### src/rtl/rggen_apb_bridge_fsm.sv
// Bridges one rggen host request to one APB4 transfer.
// All APB outputs come from registers, and the transfer can be aborted by an optional timeout.
module rggen_apb_bridge_fsm #(
  parameter int         ADDRESS_WIDTH  = 16,
  parameter int         BUS_WIDTH      = 32,
  parameter int         TIMEOUT_CYCLES = 0,
  parameter logic [2:0] PPROT_VALUE    = 3'b000
) (
  input  logic                     i_clk,
  input  logic                     i_rst_n,
  input  logic                     i_valid,
  input  logic                     i_write,
  input  logic [ADDRESS_WIDTH-1:0] i_address,
  input  logic [BUS_WIDTH-1:0]     i_write_data,
  input  logic [BUS_WIDTH/8-1:0]   i_strobe,
  output logic                     o_ready,
  output logic [1:0]               o_status,
  output logic [BUS_WIDTH-1:0]     o_read_data,
  output logic                     o_timeout,
  output logic                     o_psel,
  output logic                     o_penable,
  output logic [ADDRESS_WIDTH-1:0] o_paddr,
  output logic [2:0]               o_pprot,
  output logic                     o_pwrite,
  output logic [BUS_WIDTH/8-1:0]   o_pstrb,
  output logic [BUS_WIDTH-1:0]     o_pwdata,
  input  logic                     i_pready,
  input  logic [BUS_WIDTH-1:0]     i_prdata,
  input  logic                     i_pslverr
);

  localparam int STRB_W     = BUS_WIDTH / 8;
  localparam bit TIMEOUT_EN = (TIMEOUT_CYCLES > 0);
  localparam int CNT_W      = TIMEOUT_EN ? $clog2(TIMEOUT_CYCLES + 1) : 1;
  localparam logic [CNT_W-1:0] CNT_LAST =
    CNT_W'(TIMEOUT_EN ? TIMEOUT_CYCLES - 1 : 0);
  // Clears the byte-offset bits so that paddr is always bus-word aligned
  localparam logic [ADDRESS_WIDTH-1:0] ADDR_MASK = ~ADDRESS_WIDTH'(STRB_W - 1);

  localparam logic [1:0] STATUS_OKAY        = 2'b00;
  localparam logic [1:0] STATUS_SLAVE_ERROR = 2'b10;

  typedef enum logic [1:0] {
    IDLE,
    SETUP,
    ACCESS,
    RESPONSE
  } state_t;

  state_t           state_reg;
  logic [CNT_W-1:0] cnt_reg;
  logic             timeout_hit;
  logic             cnt_saturated;

  // The abort happens on the cycle where the counter would reach TIMEOUT_CYCLES
  assign timeout_hit   = TIMEOUT_EN && (cnt_reg == CNT_LAST);
  assign cnt_saturated = (cnt_reg == {CNT_W{1'b1}});

  always_ff @(posedge i_clk or negedge i_rst_n) begin
    if (!i_rst_n) begin
      state_reg   <= IDLE;
      cnt_reg     <= '0;
      o_ready     <= 1'b0;
      o_status    <= '0;
      o_read_data <= '0;
      o_timeout   <= 1'b0;
      o_psel      <= 1'b0;
      o_penable   <= 1'b0;
      o_paddr     <= '0;
      o_pprot     <= '0;
      o_pwrite    <= 1'b0;
      o_pstrb     <= '0;
      o_pwdata    <= '0;
    end else begin
      case (state_reg)
        IDLE: begin
          if (i_valid) begin
            o_psel    <= 1'b1;
            o_pwrite  <= i_write;
            o_paddr   <= i_address & ADDR_MASK;
            o_pprot   <= PPROT_VALUE;
            o_pstrb   <= i_write ? i_strobe : '0;
            o_pwdata  <= i_write ? i_write_data : '0;
            state_reg <= SETUP;
          end
        end
        SETUP: begin
          o_penable <= 1'b1;
          state_reg <= ACCESS;
        end
        ACCESS: begin
          if (i_pready || timeout_hit) begin
            o_psel    <= 1'b0;
            o_penable <= 1'b0;
            o_paddr   <= '0;
            o_pprot   <= '0;
            o_pwrite  <= 1'b0;
            o_pstrb   <= '0;
            o_pwdata  <= '0;
            o_ready   <= 1'b1;
            cnt_reg   <= '0;
            state_reg <= RESPONSE;
            // A slave answer on the expiry cycle takes priority over the abort
            if (i_pready) begin
              o_status    <= i_pslverr ? STATUS_SLAVE_ERROR : STATUS_OKAY;
              o_read_data <= o_pwrite ? '0 : i_prdata;
              o_timeout   <= 1'b0;
            end else begin
              o_status    <= STATUS_SLAVE_ERROR;
              o_read_data <= '0;
              o_timeout   <= 1'b1;
            end
          end else if (TIMEOUT_EN && !cnt_saturated) begin
            cnt_reg <= cnt_reg + CNT_W'(1);
          end
        end
        RESPONSE: begin
          o_ready   <= 1'b0;
          o_timeout <= 1'b0;
          cnt_reg   <= '0;
          state_reg <= IDLE;
        end
        default: begin
          state_reg <= IDLE;
        end
      endcase
    end
  end

endmodule

### config.mk
export PLATFORM = sky130hd
export DESIGN_NAME = rggen_apb_bridge_fsm
export DESIGN_NICKNAME = d
export VERILOG_FILES = /design/src/rtl/rggen_apb_bridge_fsm.sv
export SDC_FILE = /design/constraint.sdc
export NUM_CORES = 1
export LEC_CHECK = 0
export ABC_AREA = 1
export CAP_MARGIN = 40
export CORE_UTILIZATION = 32
export CTS_BUF_LIST = sky130_fd_sc_hd__clkbuf_4 sky130_fd_sc_hd__clkbuf_8 sky130_fd_sc_hd__clkbuf_16
export CTS_CLUSTER_SIZE = 30
export DETAILED_ROUTE_END_ITERATION = 16
export DONT_BUFFER_PORTS = 1
export PLACE_DENSITY = 0.55
export SYNTH_ARGS = -nofsm -noshare
export SYNTH_HDL_FRONTEND = slang
export SYNTH_SLANG_ARGS = --single-unit
### constraint.sdc
create_clock -name i_clk -period 1.5 [get_ports i_clk]
set_input_delay 0.3 -clock i_clk [delete_from_list [all_inputs] [get_ports i_clk]]
set_output_delay 0.3 -clock i_clk [all_outputs]
set_load 0.01 [all_outputs]
==> flow_summary.json <==
{
  "core_area_um2": 12600,
  "fmax_mhz": 676,
  "fin_skew_ps": 5.39,
  "grt_pass1_wl_um": 15000,
  "grt_util_all_layers_pct": 14.8,
  "finalWirelength_um": 10800,
  "cts_tree": "done",
  "drive_above_1_share_pct": 13.7,
  "worst-path-buf-inv": 4,
  "pin_count": 184,
  "grt_remaining_overflow": 0,
  "critPathSlowestCell": "dfrtp_2",
  "root_buffer": "clkbuf_16",
  "rsz0062_at_grt": "yes",
  "timing.final.crit_share_pct": 98.5,
  "num-nets-final": 622,
  "grt_start_max_net_pins": 90,
  "reg2reg_depth": 9,
  "crit_chain": "inv_2, ha_4, inv_2, nand2_2, nand3_4, clkbuf_16, clkbuf_16, nand2_1, nand2_1",
  "crit_family": "buffers and inverters",
  "setup_violations": 0,
  "synth.yosys.seq_area_share_pct": 54.1,
  "irDropWorstVdd_mv": 0.870,
  "die_h_um": 115,
  "instances_no_fill": 704,
  "dp_slack_ps": 3.53,
  "detailed_place_hpwl_um": 6710,
  "final_hold_viol_count": 89,
  "r2r-end": "o_pstrb[1]",
  "dp_cells": 676,
  "antenna_found_initial": 0,
  "status": "complete, but fails checks",
  "r2r_setup_slack_ps": 20,
  "whs_ps": -349,
  "p_total_w": 0.0117,
  "syn_to_final_growth_pct": 21.9,
  "synth_warnings": 0,
  "diodes": 0,
  "die_x_um": 115,
  "end_kind": "flip-flop",
  "port-buffer-count": 0,
  "worstSetupPathType": "reg2reg",
  "p_leak_nw": 2.70,
  "grt_pass1_vias": 2921,
  "synth-seq-cells": 89,
  "rr_startpoint": "state_reg[1]",
  "finalCriticalPeriod_ps": 1480,
  "power_density_nw_per_um2": 2330,
  "netlist_area_um2": 4120,
  "path_clk_slew_ps": 60,
  "rows": 41,
  "min_path_type": "in2async",
  "setup_ws_ps": 21.8,
  "worstPathArrival_ps": 1710,
  "violations": "hold timing",
  "cpPeakStageDelay_ps": 470,
  "cts_buffers": 9,
  "cts.sinks": 89,
  "reg_top3": "o_pwdata (32), o_read_data (32), o_paddr (14)",
  "max-cap-violations": 0,
  "wl_per_cell_um": 15.4,
  "dr.first_iter.drc_count": 193,
  "dieArea_um2": 13300,
  "synth_area_per_cell_um2": 7.83,
  "vias_per_cell": 4.70,
  "final_util_pct": 39.9,
  "floorplan.initialDensity_pct": 32.8,
  "cp.required_ps": 1730,
  "remaining_drc_errors": 0,
  "startpoint_type": "flip-flop",
  "ant_nets": 0,
  "syn-instance-count": 526,
  "crit_fanout": 5,
  "synth_cell_type_count": 14,
  "finalMaxSlewViolations": 0,
  "cts_buffer_depth": 2,
  "first_pass_iters": 6,
  "clock_latency_ps": 340,
  "h-tree-depth": 3,
  "fillerInstances": 1289,
  "vias": 3307,
  "gp_congestion": 0.706
}
## cell families after synthesis
family                   count (synthesis)  synth area share, %
AO/OA/AOI/OAI                           34                 4.13
adder cells (fa/ha/maj)                  5                 1.52
buffers and inverters                   67                 7.99
flip-flops                              89                 54.1
other                                    1               0.0911
AND/OR/NAND/NOR                        330                 32.2
## layer usage
metal / vias to the layer above / part of all wire [%] / global-route usage [%]
li1: 1616 / - / -
met2: 144 / 47 / 23.0
met1: 1537 / 42 / 18.1
met5: - / 0 / 0
met3: 10 / 9.6 / 5.49
met4: 0 / 1.4 / 7.01
## final cells by class
cell class	instances	area, um2	share of cell area [%]
multi-input cells	376	1690	33.6
repair buffers	26	432	8.60
well taps	172	215	4.29
inverters	25	93.8	1.87
clock buffers	10	233	4.64
flip-flops and latches	89	2230	44.4
clock inverters	6	130	2.59
## worst register-to-register path: cells and delay by family (launching register included)
kind	cells	cell delay (ps)
simple gates	4	270
flops	1	470
fa+ha+maj	1	150
buf+inv	4	480
## where the power goes
part / internal (W) / switching (W) / total, W
Sequential: 0.00326 / 0.00104 / 0.00430
Combinational: 0.00213 / 0.00256 / 0.00469
Clock: 0.00181 / 0.000918 / 0.00273
## timing repair
| item | CTS | global route |
|---|---|---|
| buffers inserted | 0 | 3 |
| gates cloned | 0 | 9 |
| resized for setup | 1 | 36 |
| pin swaps | 0 | 3 |
| endpoints found under the hold margin | 89 | 89 |
| endpoints found under the setup margin | 2 | 84 |
## Yosys cell counts
| cell | count | area [um2] |
|---|---|---|
| inv_1 | 25 | 93.8 |
| o21ai_1 | 17 | 85.1 |
| o21ai_0 | 17 | 85.1 |
| dfrtp_1 | 89 | 2230 |
| clkbuf_1 | 6 | 22.5 |
| nor2_1 | 51 | 191 |
| nand2_2 | 1 | 6.26 |
| buf_2 | 23 | 115 |
| nand3_4 | 1 | 17.5 |
| nand2_1 | 222 | 833 |
| buf_4 | 13 | 97.6 |
| nand3_1 | 55 | 275 |
| ha_1 | 5 | 62.6 |
| conb_1 | 1 | 3.75 |
## cells in the final DEF, fill, tap and decap left out, types with 3 or more instances in the layout
| cell type | instances |
|---|---|
| nand2_4 | 3 |
| clkbuf_16 | 15 |
| o21ai_0 | 15 |
| inv_2 | 4 |
| nand3_1 | 55 |
| o21ai_1 | 19 |
| nand2_1 | 201 |
| buf_12 | 9 |
| dfrtp_1 | 88 |
| nor2_1 | 51 |
| conb_1 | 7 |
| buf_4 | 7 |
| buf_6 | 3 |
| ha_4 | 3 |
| nand2_2 | 19 |
| inv_1 | 21 |
| bufinv_16 | 4 |
## metrics by stage
stage	cell area, um2	TNS [ps]
after floorplan	4140	0
after global placement	4330	0
after detailed placement	4330	0
after CTS	4690	0
after global routing	5020	-986
final	5020	0
## worst max path at each step
| stage | startpoint | end | slack, ps | depth (start not counted) |
|---|---|---|---|---|
| CTS | state_reg[0] | o_read_data[11] | 30 | 7 |
| finish | state_reg[1] | o_pstrb[1] | 20 | 9 |
| global placement | state_reg[0] | o_read_data[15] | 50 | 7 |
| detailed placement | state_reg[0] | o_read_data[11] | 4 | 7 |
| global route | state_reg[1] | o_pwdata[29] | -40 | 9 |
| floorplan | state_reg[0] | o_psel | 120 | 9 |
No activity file was read; power rests on OpenSTA's default activity.
